## src/rtl/alu_arbiter.sv

```systemverilog
`default_nettype none
// ============================================================================
// Module   : alu_arbiter
// Brief    : Round-robin sharing of one combinational ALU between two
//            valid/ready requesters, with one-deep response slots and a
//            saturating contention counter.
// Revision : 1.0 - initial release
// ============================================================================
module alu_arbiter #(
  parameter int DATA_WIDTH    = 32,
  parameter int ALUCTRL_WIDTH = 4,
  parameter int CNT_WIDTH     = 16
) (
  input  logic                     clk,
  input  logic                     rst_n,
  input  logic                     req0_valid,
  output logic                     req0_ready,
  input  logic [ALUCTRL_WIDTH-1:0] req0_ctrl,
  input  logic [DATA_WIDTH-1:0]    req0_op1,
  input  logic [DATA_WIDTH-1:0]    req0_op2,
  input  logic                     req1_valid,
  output logic                     req1_ready,
  input  logic [ALUCTRL_WIDTH-1:0] req1_ctrl,
  input  logic [DATA_WIDTH-1:0]    req1_op1,
  input  logic [DATA_WIDTH-1:0]    req1_op2,
  output logic                     rsp0_valid,
  input  logic                     rsp0_ready,
  output logic [DATA_WIDTH-1:0]    rsp0_sum,
  output logic                     rsp0_zero,
  output logic                     rsp1_valid,
  input  logic                     rsp1_ready,
  output logic [DATA_WIDTH-1:0]    rsp1_sum,
  output logic                     rsp1_zero,
  output logic [ALUCTRL_WIDTH-1:0] alu_ctrl,
  output logic [DATA_WIDTH-1:0]    alu_op1,
  output logic [DATA_WIDTH-1:0]    alu_op2,
  input  logic [DATA_WIDTH-1:0]    alu_sum,
  input  logic                     alu_zero,
  output logic [CNT_WIDTH-1:0]     conflict_cnt
);

  localparam logic [CNT_WIDTH-1:0] c_cnt_max = '1;
  localparam logic [CNT_WIDTH-1:0] c_cnt_one = {{(CNT_WIDTH-1){1'b0}}, 1'b1};

  logic                  r_last;
  logic                  r_rsp0_valid;
  logic                  r_rsp1_valid;
  logic [DATA_WIDTH-1:0] r_rsp0_sum;
  logic [DATA_WIDTH-1:0] r_rsp1_sum;
  logic                  r_rsp0_zero;
  logic                  r_rsp1_zero;
  logic [CNT_WIDTH-1:0]  r_cnt;

  logic w_elig0;
  logic w_elig1;
  logic w_gnt0;
  logic w_gnt1;
  logic w_contend;

  // A slot being drained this cycle can accept a new result at the same edge.
  assign w_elig0 = req0_valid & (~r_rsp0_valid | rsp0_ready);
  assign w_elig1 = req1_valid & (~r_rsp1_valid | rsp1_ready);

  // r_last = 1 means requester 1 was granted last, so requester 0 wins a tie.
  assign w_gnt0 = w_elig0 & (~w_elig1 | r_last);
  assign w_gnt1 = w_elig1 & (~w_elig0 | ~r_last);

  assign w_contend = req0_valid & req1_valid & ~(w_gnt0 & w_gnt1);

  assign req0_ready = w_gnt0;
  assign req1_ready = w_gnt1;

  always_comb begin
    alu_ctrl = '0;
    alu_op1  = '0;
    alu_op2  = '0;
    if (w_gnt0) begin
      alu_ctrl = req0_ctrl;
      alu_op1  = req0_op1;
      alu_op2  = req0_op2;
    end else if (w_gnt1) begin
      alu_ctrl = req1_ctrl;
      alu_op1  = req1_op1;
      alu_op2  = req1_op2;
    end
  end

  always_ff @(posedge clk or negedge rst_n) begin
    if (!rst_n) begin
      r_last <= 1'b1;
    end else if (w_gnt0) begin
      r_last <= 1'b0;
    end else if (w_gnt1) begin
      r_last <= 1'b1;
    end
  end

  always_ff @(posedge clk or negedge rst_n) begin
    if (!rst_n) begin
      r_rsp0_valid <= 1'b0;
      r_rsp0_sum   <= '0;
      r_rsp0_zero  <= 1'b0;
    end else if (w_gnt0) begin
      r_rsp0_valid <= 1'b1;
      r_rsp0_sum   <= alu_sum;
      r_rsp0_zero  <= alu_zero;
    end else if (rsp0_ready) begin
      r_rsp0_valid <= 1'b0;
    end
  end

  always_ff @(posedge clk or negedge rst_n) begin
    if (!rst_n) begin
      r_rsp1_valid <= 1'b0;
      r_rsp1_sum   <= '0;
      r_rsp1_zero  <= 1'b0;
    end else if (w_gnt1) begin
      r_rsp1_valid <= 1'b1;
      r_rsp1_sum   <= alu_sum;
      r_rsp1_zero  <= alu_zero;
    end else if (rsp1_ready) begin
      r_rsp1_valid <= 1'b0;
    end
  end

  always_ff @(posedge clk or negedge rst_n) begin
    if (!rst_n) begin
      r_cnt <= '0;
    end else if (w_contend && (r_cnt != c_cnt_max)) begin
      r_cnt <= r_cnt + c_cnt_one;
    end
  end

  assign rsp0_valid   = r_rsp0_valid;
  assign rsp0_sum     = r_rsp0_sum;
  assign rsp0_zero    = r_rsp0_zero;
  assign rsp1_valid   = r_rsp1_valid;
  assign rsp1_sum     = r_rsp1_sum;
  assign rsp1_zero    = r_rsp1_zero;
  assign conflict_cnt = r_cnt;

endmodule
`default_nettype wire

```

## config.mk

```make
export PLATFORM = sky130hd
export DESIGN_NAME = alu_arbiter
export DESIGN_NICKNAME = d
export VERILOG_FILES = /design/src/rtl/alu_arbiter.sv
export SDC_FILE = /design/constraint.sdc
export NUM_CORES = 1
export LEC_CHECK = 0
export ABC_CLOCK_PERIOD_IN_PS = 2820
export CORE_AREA = 3 3 125 127
export DETAILED_ROUTE_END_ITERATION = 8
export DIE_AREA = 0 0 128 130
export GPL_ROUTABILITY_DRIVEN = 0
export PLACE_DENSITY = 0.7
export SETUP_SLACK_MARGIN = 0.15
export SLEW_MARGIN = 20
export SYNTH_ARGS = -nofsm -noshare
export SYNTH_HDL_FRONTEND = slang
export SYNTH_SLANG_ARGS = --single-unit
```

## constraint.sdc

```tcl
create_clock -name clk -period 2.82 [get_ports clk]
set_input_delay 0.564 -clock clk [delete_from_list [all_inputs] [get_ports clk]]
set_output_delay 0.564 -clock clk [all_outputs]
set_load 0.01 [all_outputs]
```

Word level (Yosys, flattened, before mapping)
Cells that the tools add are included.
{"block": "totals", "elab_cells": 43, "output_inout_bits": 154, "regBits": 85}
{"block": "op_classes", "eq_ne": 1, "n_bitwise": 17, "n_addsub": 1, "n_reduce_logical": 4, "n_mux": 12}
{"operator": "$mux 32", "count": 4}
{"operator": "$add 16x1->16 const B", "count": 1}
{"operator": "$ne 16x16->1 const B", "count": 1}
{"operator": "$mux 4", "count": 2}
{"operator": "$and 1x1->1", "count": 7}
{"operator": "$mux 1", "count": 6}
{"operator": "$not 1->1", "count": 6}
{"operator": "$reduce_bool 2->1", "count": 3}
{"operator": "$or 1x1->1", "count": 4}
{"operator": "$logic_and 1x1->1", "count": 1}

Logic depth before layout (Yosys ltp)
Gate-level depths: netlist of run 1.
{"block": "depth", "word_depth": 10, "depth_mapped": 8, "depth_no_buf": 5}

Least setup slack after synthesis of run 1
No wires, ideal clock.
{"block": "synth_path", "path_type": "in2out", "startpoint": "input rsp0_ready", "endpoint": "output alu_op1[10]", "t_required_ps": 2256, "arrival_ps": 1695, "path_slack_ps": 561, "stages": 8, "path_buffers": 3, "path_cell_list": "nand2b_1 and2_4 a21o_1 buf_6 inv_4 buf_6 buf_6 a22o_1"}
{"block": "synth_between", "elab_chain_len": 7}
{"item": "from (decl)", "line": "27", "rtl": "input logic rsp0_ready,"}
{"item": "$or 1x1->1 (*)", "line": "61", "rtl": "assign w_elig0 = req0_valid & (~r_rsp0_valid | rsp0_ready);"}
{"item": "$and 1x1->1 (*)", "line": "61"}
{"item": "$not 1->1", "line": "66", "rtl": "assign w_gnt1 = w_elig1 & (~w_elig0 | ~r_last);"}
{"item": "$or 1x1->1", "line": "66"}
{"item": "$and 1x1->1", "line": "66"}
{"item": "$mux 32", "line": "81", "rtl": "end else if (w_gnt1) begin"}
{"item": "$mux 32 (*)", "line": "77", "rtl": "if (w_gnt0) begin"}
{"item": "to (decl)", "line": "35", "rtl": "output logic [DATA_WIDTH-1:0] alu_op1,"}
Every way passes the cells marked *; elsewhere a longest branch is shown, timed or not.

Worst setup path in the final report of run 1
{"block": "layout_path", "startpoint": "input rsp1_ready", "endpoint": "output alu_op1[10]"}
{"block": "layout_between", "elab_chain_len": 6}
{"item": "from (decl)", "line": "31", "rtl": "input logic rsp1_ready,"}
{"item": "$or 1x1->1 (*)", "line": "62", "rtl": "assign w_elig1 = req1_valid & (~r_rsp1_valid | rsp1_ready);"}
{"item": "$and 1x1->1 (*)", "line": "62"}
{"item": "$not 1->1", "line": "65", "rtl": "assign w_gnt0 = w_elig0 & (~w_elig1 | r_last);"}
{"item": "$or 1x1->1", "line": "65"}
{"item": "$and 1x1->1", "line": "65"}
{"item": "$mux 32 (*)", "line": "77"}
Marked as above.

==> results of run 1 <==
repair_timing:
item                       in CTS  in global routing
buffers inserted               11                  0
hold buffers                    0                  0
resized for setup             249                 18
cloned                         10                  0
pin swaps                       9                  0
hold endpoints to repair        0                  0
setup endpoints to repair      70                 36
layout by cell type (no fill, tap or decap), types with 3 or more instances in the layout:
cell type        count
clkdlybuf4s50_1    253
dfrtp_1             84
a22o_1              68
mux2_2              57
buf_2               45
buf_4               16
clkdlybuf4s15_1     10
mux2_1               9
xor2_1               9
clkbuf_16            9
buf_16               8
nand3_1              7
clkbuf_2             7
nand2_1              6
xnor2_1              6
clkdlybuf4s15_2      6
buf_12               6
dlygate4sd2_1        5
buf_6                5
nor4_1               4
nand4_1              3
nor3_1               3
flip-flops by register name (all words and copies together) (netlist names):
| signal | flops |
|---|---|
| r_last | 1 |
| rsp0_zero | 1 |
| rsp0_sum | 32 |
| rsp1_zero | 1 |
| conflict_cnt | 16 |
| rsp1_sum | 32 |
| rsp0_valid | 1 |
| rsp1_valid | 1 |
metrics by stage:
stage	power (mW)	worst slack (ps)	TNS [ps]
floorplan	2.58	561	0
global placement	3.91	-301	-17620
detailed placement	3.94	-309	-18290
CTS	5.36	150	0
global route	5.56	162	0
finish	5.29	236	0
worst max-delay path by stage:
stage	startpoint	endpoint
final	rsp1_ready	alu_op1[10]
after global routing	rsp1_ready	alu_op1[19]
after CTS	rsp0_ready	alu_op1[7]
after detailed placement	rsp0_ready	alu_op1[10]
after global placement	rsp0_ready	alu_op2[29]
after floorplan	rsp0_ready	alu_op1[10]
cell type report:
class / instances / area [um2]
Clock buffer: 11 / 243
Multi-Input combinational cell: 197 / 1850
Inverter: 2 / 15.0
Sequential cell: 85 / 2130
Clock inverter: 5 / 83.8
Fill cell: 1222 / 6390
Tap cell: 184 / 230
Timing Repair Buffer: 363 / 3590
metal layers:
layer  track usage  vias to the layer above  routed length, um
met5             0                        -                  0
met4        0.0599                        0                396
met3        0.0700                       23               1690
met2         0.395                      204              10000
met1         0.239                     2059               6910
li1              -                     1880                  -
cells by family after synthesis:
kind of cell	after synthesis
simple gates	42
mux	67
buf+inv	23
compound gates	72
xor+xnor	15
fa+ha+maj	1
flops	85
power by group through the flow:
| stage | clock, mW | combinational, mW | sequential (mW) |
|---|---|---|---|
| after global placement | 0 | 2.17 | 1.74 |
| after CTS | 1.30 | 2.32 | 1.74 |
| after floorplan | 0 | 0.704 | 1.88 |
| after global routing | 1.37 | 2.41 | 1.79 |
| after detailed placement | 0 | 2.19 | 1.75 |
| final | 1.28 | 2.27 | 1.74 |
==> out/metrics.yaml, run 1 <==
core_um2: 14500
startpoint_type: "input port"
combPwrFrac: 0.429
synth_xor_area_frac: 0.0318
crit_slowest_cell: "bufbuf_16"
cp.depth: 9
synth_top_area_cell: "dfrtp_1"
dp.cells: 810
dpl_cell_area_um2: 7640
die_w_um: 128
r2r_setup_slack_ps: 840
dp_hpwl_um: 14100
yosys.area_share.simple: 0.0727
rows: 44
clk_path_buf_depth: 2
area_growth_pct: 97.0
grt_usage: 0.215
grt_pass1_wl_um: 26800
final_max_slew_viol_count: 0
yosysMostFrequentCell: "dfrtp_1"
p_per_area_nw_per_um2: 650
synth_commonest_cells: "84 x dfrtp_1, 68 x a22o_1, 57 x mux2_2"
critical_path_class: "input port to output port"
antenna_left: 0
clk_latency_ps: 330
drc_errors: 0
maxCapViolations: 0
internal_power_mw: 3.71
utilization: 0.560
initial_core_util: 0.284
ir_drop_mv: 0.418
setup_violations: 0
cp-end-kind: "output port"
final_cells: 847
ys_types: 38
synth_edf_count: 0
finalNetCount: 834
path_cells: "dlygate4sd2_1, nand2b_4, nand2_4, a21o_1, inv_4, buf_12, bufbuf_16, a22o_1, buf_2"
async_flop_share: 1.00
cts_made_buffers: 9
grt_pass1_vias: 4340
htreeDepth: 3
cts_tree: "built"
io_buffer_count: 328
worstMarginPinSlew_ps: 485
synthesis.nets: 481
avgSynthCellArea_um2: 13.5
timing.rr.start: "rsp0_valid$_DFFE_PN0P_"
r2r-end: "rsp1_sum[1]$_DFFE_PN0P_"
fin_crit_ps: 2580
stdcell_area_um2: 8140
syn_area_um2: 4130
p_seq_frac: 0.329
fp.dieArea_um2: 16600
crit_path_max_incr_delay_ps: 270
hp-class: "input port to async pin"
antenna_found_initial: 0
num_antenna_cells: 0
clkSinkCount: 85
clk_pin_slew_worst_paths_ps: 60
grt_max_degree: 50
ys_ff_latch: 85
synth-main-ff-cell: "dfrtp_1"
worst_ep_arrival_time_ps: 2020
fin_crit_sh: 0.916
worstPathBufferInverterCount: 5
seq_area_frac_synth: 0.515
synth_warnings: 0
drt_first_pass_iters: 4
wire_per_inst_um: 22.4
rsz0062_at_grt: "false"
via_per_inst: 4.92
drt-initial-drc-count: 122
outcome: "complete, no violations"
hold_slack_ps: 192
synth.area.top_cells: "dfrtp_1 51%, mux2_2 16%, a22o_1 14%"
yosysTopAreaCellShare: 0.509
wl_um: 19000
max_freq_mhz: 387
sw_frac_of_total: 0.299
io_pins: 329
drive_above_1_share: 0.279
synth_top_family_by_area: "multiplexers"
power_switching_mw: 1.58
timing.critical_path.fanout_max: 10
synthCells: 305
synth-adder-area-share: 0.00303
synth_compound_area_frac: 0.152
timing.final.hold_violations: 0
rr_worst_depth: 10
root_buffer: "clkbuf_16"
overflow: 0
clockPowerShare: 0.242
cp.required_ps: 2260
synthMuxAreaShare: 0.184
chipHeight_um: 130
max_slew_margin: 0.677
critPathTopFamily: "buffers and inverters"
vias: 4166
power_leakage_nw: 3.54
skew_ps: 7.43
(Power assumes the default switching activity.)
==> run 2, diff against run 1 <==
--- a/config.mk
+++ b/config.mk
@@ -12,7 +12,6 @@
 export GPL_ROUTABILITY_DRIVEN = 0
 export PLACE_DENSITY = 0.7
 export SETUP_SLACK_MARGIN = 0.15
-export SLEW_MARGIN = 20
 export SYNTH_ARGS = -nofsm -noshare
 export SYNTH_HDL_FRONTEND = slang
 export SYNTH_SLANG_ARGS = --single-unit
==> results of run 2 <==
The final DEF is identical to that of run 1; final timing and power are the same.
==> run 3, diff against run 2 <==
--- a/config.mk
+++ b/config.mk
@@ -10,6 +10,7 @@
 export DETAILED_ROUTE_END_ITERATION = 8
 export DIE_AREA = 0 0 128 130
 export GPL_ROUTABILITY_DRIVEN = 0
+export HOLD_SLACK_MARGIN = 0.15
 export PLACE_DENSITY = 0.7
 export SETUP_SLACK_MARGIN = 0.15
 export SYNTH_ARGS = -nofsm -noshare
==> results of run 3 <==
The final DEF is identical to that of run 1; final timing and power are the same.
